**src/rtl/ysyx_22041211_ifu_if.sv**
```systemverilog
// Fetch-unit bus bundle: instruction-memory request/response channels and the
// instruction handshake towards decode.
//   imem_req_valid/addr/ready  : fetch request (valid/ready)
//   imem_resp_valid/data       : fetch response (single-cycle pulse)
//   inst_valid/inst/inst_pc    : fetched instruction to decode
//   inst_ready                 : decode accepts the instruction
// master = fetch unit side, slave = memory/decode side.
interface ysyx_22041211_ifu_if #(
   parameter int unsigned DATA_LEN = 32
);
   logic                imem_req_valid;
   logic [DATA_LEN-1:0] imem_req_addr;
   logic                imem_req_ready;
   logic                imem_resp_valid;
   logic [DATA_LEN-1:0] imem_resp_data;
   logic                inst_valid;
   logic [DATA_LEN-1:0] inst;
   logic [DATA_LEN-1:0] inst_pc;
   logic                inst_ready;

   modport master (
      output imem_req_valid, imem_req_addr,
      input  imem_req_ready,
      input  imem_resp_valid, imem_resp_data,
      output inst_valid, inst, inst_pc,
      input  inst_ready
   );

   modport slave (
      input  imem_req_valid, imem_req_addr,
      output imem_req_ready,
      output imem_resp_valid, imem_resp_data,
      input  inst_valid, inst, inst_pc,
      output inst_ready
   );
endinterface

```
**src/rtl/ysyx_22041211_ifu.sv**
```systemverilog
// Instruction fetch unit: holds the PC, issues one memory request per
// instruction, hands the instruction to decode and squashes fetches on redirect.
//   clk, rst       : clock, synchronous active-high reset
//   pc_cur         : current PC to the PC+4 adder
//   pc_seq         : sequential PC from the adder
//   redirect_valid : taken branch/jump pulse, redirect_pc is the target
//   bus            : memory request/response and decode handshake bundle
//   fetch_cnt      : instructions delivered to decode (wraps)
module ysyx_22041211_ifu #(
   parameter int unsigned         DATA_LEN = 32,
   parameter logic [DATA_LEN-1:0] RESET_PC = 'h8000_0000
) (
   input  logic                clk,
   input  logic                rst,
   output logic [DATA_LEN-1:0] pc_cur,
   input  logic [DATA_LEN-1:0] pc_seq,
   input  logic                redirect_valid,
   input  logic [DATA_LEN-1:0] redirect_pc,
   ysyx_22041211_ifu_if.master bus,
   output logic [31:0]         fetch_cnt
);

   typedef enum logic [1:0] {
      S_REQ  = 2'd0,
      S_WAIT = 2'd1,
      S_OUT  = 2'd2
   } state_t;

   state_t              state_q, state_d;
   logic [DATA_LEN-1:0] pc_q, pc_d;
   logic                kill_q, kill_d;
   logic                inst_valid_q, inst_valid_d;
   logic [DATA_LEN-1:0] inst_q, inst_d;
   logic [DATA_LEN-1:0] inst_pc_q, inst_pc_d;
   logic [31:0]         fetch_cnt_q, fetch_cnt_d;

   // State and datapath registers
   always_ff @(posedge clk) begin
      if (rst) begin
         state_q      <= S_REQ;
         pc_q         <= RESET_PC;
         kill_q       <= 1'b0;
         inst_valid_q <= 1'b0;
         inst_q       <= '0;
         inst_pc_q    <= '0;
         fetch_cnt_q  <= '0;
      end else begin
         state_q      <= state_d;
         pc_q         <= pc_d;
         kill_q       <= kill_d;
         inst_valid_q <= inst_valid_d;
         inst_q       <= inst_d;
         inst_pc_q    <= inst_pc_d;
         fetch_cnt_q  <= fetch_cnt_d;
      end
   end

   // Next-state logic; the redirect block at the end overrides the normal flow
   always_comb begin
      state_d      = state_q;
      pc_d         = pc_q;
      kill_d       = kill_q;
      inst_valid_d = inst_valid_q;
      inst_d       = inst_q;
      inst_pc_d    = inst_pc_q;
      fetch_cnt_d  = fetch_cnt_q;

      unique case (state_q)
         S_REQ: begin
            if (bus.imem_req_ready) state_d = S_WAIT;
         end
         S_WAIT: begin
            if (bus.imem_resp_valid) begin
               // A redirect in the same cycle squashes this response too
               if (kill_q || redirect_valid) begin
                  kill_d  = 1'b0;
                  state_d = S_REQ;
               end else begin
                  inst_d       = bus.imem_resp_data;
                  inst_pc_d    = pc_q;
                  inst_valid_d = 1'b1;
                  state_d      = S_OUT;
               end
            end
         end
         S_OUT: begin
            if (bus.inst_ready) begin
               inst_valid_d = 1'b0;
               pc_d         = pc_seq;
               fetch_cnt_d  = fetch_cnt_q + 32'd1;
               state_d      = S_REQ;
            end
         end
         default: state_d = S_REQ;
      endcase

      if (redirect_valid) begin
         pc_d = redirect_pc & ~DATA_LEN'(3);
         unique case (state_q)
            S_REQ: begin
               // Request leaving now targets the old PC; squash its response
               if (bus.imem_req_ready) kill_d = 1'b1;
            end
            S_WAIT: begin
               if (!bus.imem_resp_valid) kill_d = 1'b1;
            end
            S_OUT: begin
               // A same-cycle handshake still counts (handled above)
               inst_valid_d = 1'b0;
               state_d      = S_REQ;
            end
            default: ;
         endcase
      end
   end

   assign pc_cur             = pc_q;
   assign bus.imem_req_valid = !rst && (state_q == S_REQ);
   assign bus.imem_req_addr  = pc_q;
   assign bus.inst_valid     = inst_valid_q;
   assign bus.inst           = inst_q;
   assign bus.inst_pc        = inst_pc_q;
   assign fetch_cnt          = fetch_cnt_q;

endmodule

```
**src/flat_wrapper.sv**
```systemverilog
// flat-port wrapper written by rule: the top's interface ports become plain ports
module ysyx_22041211_ifu_flat 
#(
   parameter int unsigned         DATA_LEN = 32,
   parameter logic [DATA_LEN-1:0] RESET_PC = 'h8000_0000
)
  (clk, rst, pc_cur, pc_seq, redirect_valid, redirect_pc, fetch_cnt, bus_imem_req_valid, bus_imem_req_addr, bus_imem_req_ready, bus_imem_resp_valid, bus_imem_resp_data, bus_inst_valid, bus_inst, bus_inst_pc, bus_inst_ready);
  ysyx_22041211_ifu_if #(.DATA_LEN(DATA_LEN)) bus_i ();
  input  logic clk;
  input  logic rst;
  output logic [DATA_LEN-1:0] pc_cur;
  input  logic [DATA_LEN-1:0] pc_seq;
  input  logic redirect_valid;
  input  logic [DATA_LEN-1:0] redirect_pc;
  output logic [31:0] fetch_cnt;
  output wire logic [$bits(bus_i.imem_req_valid)-1:0] bus_imem_req_valid;
  output wire logic [$bits(bus_i.imem_req_addr)-1:0] bus_imem_req_addr;
  input wire logic [$bits(bus_i.imem_req_ready)-1:0] bus_imem_req_ready;
  input wire logic [$bits(bus_i.imem_resp_valid)-1:0] bus_imem_resp_valid;
  input wire logic [$bits(bus_i.imem_resp_data)-1:0] bus_imem_resp_data;
  output wire logic [$bits(bus_i.inst_valid)-1:0] bus_inst_valid;
  output wire logic [$bits(bus_i.inst)-1:0] bus_inst;
  output wire logic [$bits(bus_i.inst_pc)-1:0] bus_inst_pc;
  input wire logic [$bits(bus_i.inst_ready)-1:0] bus_inst_ready;
  assign bus_imem_req_valid = bus_i.imem_req_valid;
  assign bus_imem_req_addr = bus_i.imem_req_addr;
  assign bus_i.imem_req_ready = bus_imem_req_ready;
  assign bus_i.imem_resp_valid = bus_imem_resp_valid;
  assign bus_i.imem_resp_data = bus_imem_resp_data;
  assign bus_inst_valid = bus_i.inst_valid;
  assign bus_inst = bus_i.inst;
  assign bus_inst_pc = bus_i.inst_pc;
  assign bus_i.inst_ready = bus_inst_ready;
  ysyx_22041211_ifu #(.DATA_LEN(DATA_LEN), .RESET_PC(RESET_PC)) u_core (.clk(clk), .rst(rst), .pc_cur(pc_cur), .pc_seq(pc_seq), .redirect_valid(redirect_valid), .redirect_pc(redirect_pc), .bus(bus_i), .fetch_cnt(fetch_cnt));
endmodule
```
**config.mk**
```make
export PLATFORM = sky130hd
export DESIGN_NAME = ysyx_22041211_ifu_flat
export DESIGN_NICKNAME = d
export VERILOG_FILES = /design/src/rtl/ysyx_22041211_ifu_if.sv /design/src/rtl/ysyx_22041211_ifu.sv /design/src/flat_wrapper.sv
export SDC_FILE = /design/constraint.sdc
export NUM_CORES = 1
export LEC_CHECK = 0
export ABC_AREA = 1
export BUFFER_PORTS_ARGS = -buffer_cell sky130_fd_sc_hd__buf_2
export CORE_MARGIN = 2
export CORE_UTILIZATION = 45
export DETAILED_ROUTE_END_ITERATION = 8
export GPL_TIMING_DRIVEN = 0
export PLACE_DENSITY = 0.75
export SLEW_MARGIN = 20
export SYNTH_ARGS = -nofsm -noshare
export SYNTH_HDL_FRONTEND = slang
export SYNTH_SLANG_ARGS = --single-unit
export TNS_END_PERCENT = 100
```
**constraint.sdc**
```tcl
create_clock -name clk -period 2.55 [get_ports clk]
set_input_delay 0.51 -clock clk [delete_from_list [all_inputs] [get_ports clk]]
set_output_delay 0.51 -clock clk [all_outputs]
set_load 0.02 [all_outputs]
```
==> metrics.yaml, run 1 <==
status: "finished, final reports clean"
seq_area_frac_synth_pct: 43.71
ant_nets: 0
slowest_stage: "dfxtp_1"
dieArea_sq_um: 14380
p_comb_share_pct: 11.5
netlist_top_cells_area: "dfxtp_1 44%, nand2_1 9.5%, nor2_1 9.4%, nand3_1 5.9%, o21ai_0 5.6%"
netlist_instances: 848
placedCellCount: 1284
crit_buf_inv: 3
fp.dieW_um: 119.9
path_cells: "inv_1 -> ha_1 -> inv_1 -> nor2_1 -> buf_2"
fmax_ghz: 0.5029
synthesis.area_sq_um: 6046
synth_edf_count: 0
skew_ns: 0.007791
layout_min_cycle_time_ns: 1.988
cts-root-buf: "clkbuf_16"
min_period_over_period_pct: 77.98
clk_latency_ns: 0.41
drc_errors: 0
cts_tree: "yes"
tns_ns: 0
num-fill-cells: 1233
clkPwrFrac_pct: 48.7
nNetsFinal: 1234
yosysWarnings: 0
synth.avg_cell_area_sq_um: 7.129
power_density_nw_per_um2: 672.1
overflow: 0
synthArstFlopShare_pct: 0
leakagePower_nw: 4.297
switchingPower_w: 0.001359
yosysTopAreaCellShare_pct: 43.71
drt_iter0_drc: 280
hold_viol: 0
maxCapViolations: 0
antenna_found_initial: 2
syn-num-nets: 955
htreeDepth: 4
vias: 6354
ys.flop_type: "dfxtp_1"
stdcell_count: 1318
slowest_delay_ns: 0.39
arrival_ns: 1.48
yosysMostFrequentCell: "nand2_1"
cellInternalPower_w: 0.004172
start_kind: "flip-flop"
final_layout_size_suffix_gt1_share_pct: 33.51
dr.pass1.iters: 4
ir_drop_uv: 414.7
worst_pin_slew_ns: 0.5910
path_common_cell: "inv_1"
grt_pass1_wl_mm: 29.94
end_kind: "output port"
maxSlewViolCount: 0
synth-seq-cells: 132
netSwitchingFraction_pct: 24.57
cts_resized: 0
clock_path_buffers: 2
hold_buffers: 0
rsz0062_at_grt: "no"
grt_max_degree: 17
drt_wl_total_mm: 19.16
initial_core_util_pct: 45.84
grt_pass1_vias: 5891
worst_ep_required_time_ns: 2.04
grt_usage_pct: 26.88
gp_congestion: 0.8565
max_slew_margin_pct: 60.60
detail_route.wl_per_cell_um: 14.53
clk_pin_slew_ns: 0.06
setup_violations: 0
area_delta_synth_final_pct: 36.11
synth_top_area_cell: "dfxtp_1"
synth_cell_type_count: 29
numPortBuffers: 260
dp_hpwl_mm: 14.54
min_path_type: "in -> reg"
cts_buffers: 17
row_count: 42
criticalPathCategory: "reg -> out"
synth_commonest_cells: "153 x nand2_1, 151 x nor2_1, 132 x dfxtp_1, 84 x inv_1, 71 x nand3_1"
die_height_um: 119.9
crit_fanout: 4
core_area_sq_um: 13190
cp_top_family: "flip-flops"
cts_sinks: 132
post_cts_buffers: 0
ios: 264
p_seq_share_pct: 39.8
via_per_inst: 4.821
placed cells by master, fill, tap and decap left out:
cell type	synthesis	layout
nand3_1	71	71
o211ai_1	10	10
clkinvlp_4	0	4
clkbuf_8	0	2
diode_2	0	2
nand2_1	153	153
clkbuf_16	0	17
buf_2	10	270
or2_2	4	4
dfxtp_1	132	132
o21ai_1	7	7
nand2_4	2	2
nor2_2	9	9
nor2_1	151	151
nor2_4	5	5
ha_1	5	5
clkinv_2	0	3
and3_1	3	3
o21a_1	3	3
nand4_1	14	14
xnor2_1	1	1
clkbuf_1	17	17
a21oi_1	33	33
o21ai_0	68	68
nand2_2	2	2
bufinv_16	0	5
nor3_1	4	4
buf_4	42	42
inv_6	0	1
buf_6	2	2
nand3_2	4	4
nor2_8	2	2
nand3_4	1	1
buf_1	2	2
inv_2	7	7
inv_1	84	84
final cells by class:
| class | instances | area, sq um | area share [%] |
|---|---|---|---|
| Sequential cell | 132 | 2643 | 32.11 |
| Multi-Input combinational cell | 552 | 2603 | 31.63 |
| Timing Repair Buffer | 260 | 1301 | 15.81 |
| Buffer | 73 | 459.2 | 5.580 |
| Clock buffer | 19 | 452.9 | 5.504 |
| Inverter | 91 | 341.6 | 4.151 |
| Tap cell | 176 | 220.2 | 2.676 |
| Clock inverter | 13 | 203.9 | 2.478 |
| Antenna cell | 2 | 5.005 | 0.06082 |
through the flow:
stage | power, W | hold slack [ns] | worst slack [ns] | util, % | instance area, sq um
global route | 0.005738 | 0.3403 | 0.4816 | 62.39 | 8229
CTS | 0.005564 | 0.3319 | 0.5513 | 62.35 | 8224
global placement | 0.002871 | 0.4484 | 0.6553 | 57.37 | 7567
finish | 0.005531 | 0.3473 | 0.5615 | 62.39 | 8229
detailed placement | 0.002880 | 0.4526 | 0.6352 | 57.37 | 7567
floorplan | 0.002617 | 0.4608 | 1.026 | - | 6046
state kept, by name, indices dropped and copies added (netlist names):
register                  cells
u_core.bus.inst              32
u_core.state_q                2
u_core.fetch_cnt             32
u_core.kill_q                 1
u_core.bus.inst_pc           32
u_core.bus.imem_req_addr     32
u_core.bus.inst_valid         1
kinds of logic after synthesis:
logic type	after synthesis	share of synthesized area [%]
flip-flops	132	43.71
AO/OA/AOI/OAI	121	10.55
AND/OR/NAND/NOR	425	31.31
adder cells (fa/ha/maj)	5	1.035
XOR/XNOR	1	0.1449
buffers and inverters	164	13.25
worst paths after layout:
check / from / endpoint / depth (start not counted) / slack (ns)
min: bus_imem_resp_data[14] / u_core.bus.inst[14] / 3 / 0.35
max reg2reg: u_core.state_q[0] / u_core.bus.imem_req_addr[21] / 11 / 0.71
max: u_core.state_q[0] / bus_imem_req_valid / 5 / 0.56
min reg2reg: u_core.bus.inst_valid / u_core.bus.inst_valid / 2 / 0.46
routing by layer:
metal / vias up / wire, um / track usage (%)
met5: - / 0 / 0
li1: 3235 / - / -
met2: 236 / 9188 / 46.13
met1: 2852 / 8062 / 32.23
met4: 0 / 464 / 10.22
met3: 31 / 1442 / 6.844
worst min-delay path, delay by kind of cell:
kind                   cells  cell delay, ns
AOI/OAI and AO/OA          1            0.06
buffers and inverters      1            0.08
and+or+nand+nor            1            0.07
power by group through the flow:
stage	sequential, W	combinational, W	clock [W]
after floorplan	0.00232	0.000302	0
final	0.00220	0.000638	0.00269
after global routing	0.00221	0.000701	0.00283
after global placement	0.00224	0.000631	0
after CTS	0.00220	0.000641	0.00272
after detailed placement	0.00224	0.000637	0
Power figures use the tool's default switching activity.
==> run 2: changes to the inputs <==
- CORE_UTILIZATION: 45 -> 43
- clock period: 2.55 -> 1.8 ns (I/O delays scaled with it)
==> run 2 against run 1 <==
Compared with the run above:
- utilization fell by 3.3 points
- die area rose by 4.5%
- cell count did not move
- critical path type unchanged
- critical endpoint unchanged
- largest cell class unchanged
- highest routed layer unchanged
==> metrics.yaml, run 2 (synthesis gave the netlist of run 1 again) <==
numPortBuffers: 260  # unchanged
dr.pass1.iters: 5  # was 4
antenna_found_initial: 0  # was 2
grt_usage_pct: 24.37  # was 26.88%
dieArea_sq_um: 15020  # was 14380 sq um
arrival_ns: 1.37  # was 1.48 ns
clock_path_buffers: 2  # unchanged
core_area_sq_um: 13830  # was 13190 sq um
worst_pin_slew_ns: 0.6452  # was 0.5910 ns
cts-root-buf: "clkbuf_16"  # unchanged
power_density_nw_per_um2: 908.8  # was 672.1 nW/um^2
area_delta_synth_final_pct: 35.16  # was 36.11%
cts_buffers: 17  # unchanged
layout_min_cycle_time_ns: 1.733
skew_ns: 0.006237  # was 0.007791 ns
overflow: 0  # unchanged
clk_pin_slew_ns: 0.06  # about the same
gp_congestion: 0.8501  # was 0.8565
min_period_over_period_pct: 96.27
drt_wl_total_mm: 19.05  # was 19.16 mm
crit_fanout: 4  # unchanged
placed_cell_area_sq_um: 7572  # was 7567 sq um
initial_core_util_pct: 43.72  # was 45.84%
grt_pass1_vias: 5544  # was 5891
placedCellCount: 1288  # was 1284
via_per_inst: 4.806  # was 4.821
vias: 6334  # was 6354
grt_max_degree: 17  # unchanged
dp_hpwl_mm: 14.47  # was 14.54 mm
setup_violations: 0  # unchanged
ios: 264  # unchanged
clk_latency_ns: 0.41  # about the same
cts_tree: "yes"  # unchanged
detail_route.wl_per_cell_um: 14.45  # was 14.53 um
drc_errors: 0  # unchanged
final_cell_area_sq_um: 8172  # was 8229 sq um
fin_util_pct: 59.10  # was 62.39%
row_count: 43  # was 42
maxSlewViolCount: 0  # unchanged
min_path_type: "in -> reg"  # unchanged
ant_nets: 0  # unchanged
hold_viol: 0  # unchanged
grt_pass1_wl_mm: 27.89  # was 29.94 mm
htreeDepth: 4  # unchanged
fp.dieW_um: 122.6  # was 119.9 um
final_cell_mix: "266 x buf_2, 153 x nand2_1, 150 x nor2_1"  # was 270 x buf_2, 153 x nand2_1, 151 x nor2_1
status: "finished, final reports clean"  # unchanged
die_height_um: 122.6  # was 119.9 um
ir_drop_uv: 543.6  # was 414.7 uV
fmax_ghz: 0.5771
drt_iter0_drc: 396  # was 280
cts_sinks: 132  # unchanged
max_slew_margin_pct: 56.99  # was 60.60%
end_kind: "output port"  # unchanged
maxCapViolations: 0  # unchanged
power_w: 0.007426  # was 0.005531 W
stdcell_count: 1318  # unchanged
nNetsFinal: 1234  # unchanged
leakagePower_nw: 4.269  # was 4.297 nW
layout_commonest_cell: "buf_2"  # unchanged
final_layout_size_suffix_gt1_share_pct: 33.48  # was 33.51%
start_kind: "flip-flop"  # unchanged
diodes: 0  # was 2
criticalPathCategory: "reg -> out"  # unchanged
worst_ep_required_time_ns: 1.44  # was 2.04 ns
run 2: cell count changes in the layout (fill, tap and decap cells not counted), moves of 3 or more:
| cell | previous run | this run |
|---|---|---|
| buf_2 | 270 | 266 |
| buf_4 | 42 | 45 |
| clkbuf_1 | 17 | 20 |
| clkinvlp_4 | 4 | 1 |
run 2: per-stage QoR:
step	setup WS [ns]	TNS [ns]	hold slack, ns
after floorplan	0.2814	0	0.4608
after global placement	0.01783	0	0.4496
after detailed placement	-0.03147	-0.07580	0.4674
after CTS	0.01179	0	0.1791
after global routing	-0.003175	-0.003175	0.1896
final	0.06717	0	0.1891
run 2: repair_timing:
item	CTS	global route
hold buffers	0	0
resized for setup	2	12
buffers inserted	0	0
setup endpoints to repair	10	19
pin swaps	0	0
run 2: per-layer routing:
metal  global-route usage (%)  part of all wire [%]  vias up
met3                    5.901                   8.3       22
li1                         -                     -     3219
met2                    42.53                    48      262
met5                        0                     0        -
met1                    29.05                    42     2831
met4                    8.764                   1.6        0
run 2: layout make-up:
cell class	count	area [sq um]
clock inverter	10	135.1
timing repair buffer	260	1304
fill	1323	5655
sequential	132	2645
clock buffer	20	436.7
buffer	73	474.2
tap	180	225.2
multi-input combinational	552	2610
inverter	91	341.6
run 2: report_power, final:
part           internal [W]  leakage [nW]  switching (W)
logic              0.000358          2.92       0.000551
clock network       0.00215         0.279        0.00125
registers           0.00303          1.07      0.0000845
run 2: worst max-delay path, cell delays in order (launching register included):
cell and delay (ns):
dfxtp_2 0.36, inv_1 0.07, ha_1 0.22, inv_2 0.09, nor2_2 0.05, buf_4 0.18
run 2: path summary, 6_finish.rpt:
check                         start                     endpoint  slack (ns)  depth (start not counted)
max reg2reg       u_core.state_q[0]  u_core.bus.imem_req_addr[7]        0.10                         10
min reg2reg  u_core.bus.inst_pc[17]       u_core.bus.inst_pc[17]        0.47                          2
min          bus_imem_resp_data[19]          u_core.bus.inst[19]        0.19                          3
max               u_core.state_q[0]           bus_imem_req_valid        0.07                          5
==> run 3: changes to the inputs <==
==> constraint.sdc (replaced) <==
create_clock -name clk -period 1.4 [get_ports clk]
set_input_delay 0.07 -clock clk [delete_from_list [all_inputs] [get_ports clk]]
set_output_delay 0.07 -clock clk [all_outputs]
set_load 0.02 [all_outputs]
==> run 3 against run 2 <==
Compared with the run above:
- the run now ends with negative setup slack left
- non-clock buffer count increased by 118
- clock power increased by 38%
- worst hold slack got worse by 0.18 ns
- clock skew increased by 0.0045 ns
- register-to-register slack got worse by 0.21 ns
- count of clock-buffer cells in the layout increased by 1
- first-iteration DRC count increased by 8.1%
- critical path depth increased by 3
- cell count increased by 9.3%
- total power increased by 39%
- cell area increased by 24%
- largest cell class is now buffers
==> metrics.yaml, run 3 (synthesis gave the netlist of run 1 again) <==
status: "complete, but fails checks"  # was finished, final reports clean
violations: "negative setup slack"
ios: 264  # unchanged
clk_latency_ns: 0.43  # was 0.41 ns
end_kind: "flip-flop"  # was output port
r2r_setup_slack_ns: -0.11  # was 0.10 ns
ir_drop_uv: 760.1  # was 543.6 uV
row_count: 43  # unchanged
core_area_sq_um: 13830  # unchanged
layout_min_cycle_time_ns: 1.507
cp-endpoint: "u_core.fetch_cnt[12]"  # was bus_imem_req_valid
final_cell_mix: "264 x buf_2, 143 x nor2_1, 126 x nand2_1"  # was 266 x buf_2, 153 x nand2_1, 150 x nor2_1
grt_pass1_vias: 6634  # was 5544
layout_commonest_cell: "buf_2"  # unchanged
skew_ns: 0.01075  # was 0.006237 ns
cts_buffers: 17  # unchanged
slowest_stage: "dfxtp_2"  # unchanged
crit_start: "u_core.state_q[0]"  # unchanged
detail_route.wl_per_cell_um: 16.65  # was 14.45 um
cp_top_family: "simple AND/OR/NAND/NOR gates"  # was flip-flops
ant_nets: 0  # unchanged
slowest_delay_ns: 0.32  # was 0.36 ns
cts_tree: "yes"  # unchanged
clk_pin_slew_ns: 0.06  # about the same
dr.pass1.iters: 7  # was 5
crit_fanout: 7  # was 4
nNetsFinal: 1353  # was 1234
power_w: 0.01034  # was 0.007426 W
final_layout_size_suffix_gt1_share_pct: 39.79  # was 33.48%
regArea_sq_um: 2666  # was 2645 sq um
reg2reg_to: "u_core.fetch_cnt[12]"  # was u_core.bus.imem_req_addr[7]
grt_pass1_wl_mm: 33.55  # was 27.89 mm
placed_cell_area_sq_um: 7587  # was 7572 sq um
fin_util_pct: 73.29  # was 59.10%
setup_violations: 34  # was 0
num-fill-cells: 1030  # was 1323
power_density_nw_per_um2: 1020  # was 908.8 nW/um^2
cts_sinks: 132  # unchanged
drc_errors: 0  # unchanged
worst_pin_slew_ns: 0.6974  # was 0.6452 ns
area_delta_synth_final_pct: 67.61  # was 35.16%
worst_ep_required_time_ns: 1.76  # was 1.44 ns
timing.rr.start: "u_core.state_q[0]"  # unchanged
crit_buf_inv: 1  # was 3
critical_path_depth: 8  # was 5
vias: 7258  # was 6334
min_period_over_period_pct: 107.7
dieArea_sq_um: 15020  # unchanged
start_kind: "flip-flop"  # unchanged
fmax_ghz: 0.6634
hold_viol: 0  # unchanged
maxSlewViolCount: 0  # unchanged
via_per_inst: 5.037  # was 4.806
die_height_um: 122.6  # unchanged
antenna_found_initial: 0  # unchanged
max_slew_margin_pct: 53.51  # was 56.99%
overflow: 0  # unchanged
arrival_ns: 1.87  # was 1.37 ns
clock_path_buffers: 2  # unchanged
final_cell_area_sq_um: 10130  # was 8172 sq um
drt_iter0_drc: 428  # was 396
criticalPathCategory: "reg -> reg"  # was reg -> out
numPortBuffers: 260  # unchanged
rsz0062_at_grt: "yes"
gp_congestion: 0.8619  # was 0.8501
multi_input_area_sq_um: 3060  # was 2610 sq um
initial_core_util_pct: 43.72  # unchanged
fp.dieW_um: 122.6  # unchanged
drt_wl_total_mm: 23.99  # was 19.05 mm
maxCapViolations: 0  # unchanged
dp_hpwl_mm: 14.64  # was 14.47 mm
htreeDepth: 4  # unchanged
whs_ns: 0.005010  # was 0.1891 ns
ff2ff_path_depth: 8  # was 10
min_path_type: "in -> reg"  # unchanged
grt_usage_pct: 29.36  # was 24.37%
grt_max_degree: 17  # unchanged
cts-root-buf: "clkbuf_16"  # unchanged
setup_ws_ns: -0.1074  # was 0.06717 ns
dp_slack_ns: -0.3206  # was -0.03147 ns
path_cells: "inv_2 -> ha_4 -> nand2_8 -> nor2_8 -> nand3_4 -> nor2_4 -> or2_2 -> and3_1"  # was inv_1 -> ha_1 -> inv_2 -> nor2_2 -> buf_4
leakagePower_nw: 5.174  # was 4.269 nW
==> run 3: what timing repair did <==
item | CTS | global route
endpoints found under the setup margin | 112 | 118
hold buffers | 92 | 0
gates resized for setup | 77 | 133
setup buffers | 12 | 8
pin swaps | 13 | 27
gates cloned | 2 | 6
hold endpoints to repair | 66 | 0
==> run 3: layer usage <==
layer	GRT usage (%)	wire, um	vias up
met5	0	0	-
met4	16.02	1064	0
met3	7.853	1807	94
met2	51.28	11870	358
met1	32.28	9244	3334
li1	-	-	3472
==> run 3: metrics by stage <==
stage	TNS (ns)	cells
final	-1.371	1441
after global routing	-4.594	1439
after CTS	-0.5404	1426
after detailed placement	-13.88	1288
after global placement	-12.20	1288
after floorplan	-0.002550	848
==> run 3: worst min-delay path by stage <==
stage	start	endpoint	depth (start not counted)
5_1_grt	pc_seq[9]	u_core.bus.imem_req_addr[9]	5
6_report	pc_seq[9]	u_core.bus.imem_req_addr[9]	5
2_1_floorplan	redirect_pc[31]	u_core.bus.imem_req_addr[31]	2
3_3_place_gp	bus_imem_resp_data[18]	u_core.bus.inst[18]	3
3_5_place_dp	bus_imem_resp_data[14]	u_core.bus.inst[14]	3
4_1_cts	pc_seq[9]	u_core.bus.imem_req_addr[9]	5
==> run 3: cell type report <==
class,instances,share of cell area (%)
clock buffer,21,4.741
antenna,2,0.04939
sequential,132,26.31
buffer,73,5.964
multi-input combinational,553,30.20
timing repair buffer,378,25.34
tap,180,2.222
inverter,91,3.704
clock inverter,11,1.469
==> run 3: power by group <==
group          internal (W)  switching [W]  total, W
clock network       0.00299        0.00171   0.00470
logic              0.000744       0.000867   0.00161
registers           0.00389       0.000131   0.00402
total               0.00763        0.00271    0.0103
==> run 3: tightest hold or removal path: stages <==
cell     delay (ns)
buf_2          0.09
nand3_2        0.09
nand3_2        0.06
nand2_1        0.04
inv_1          0.04
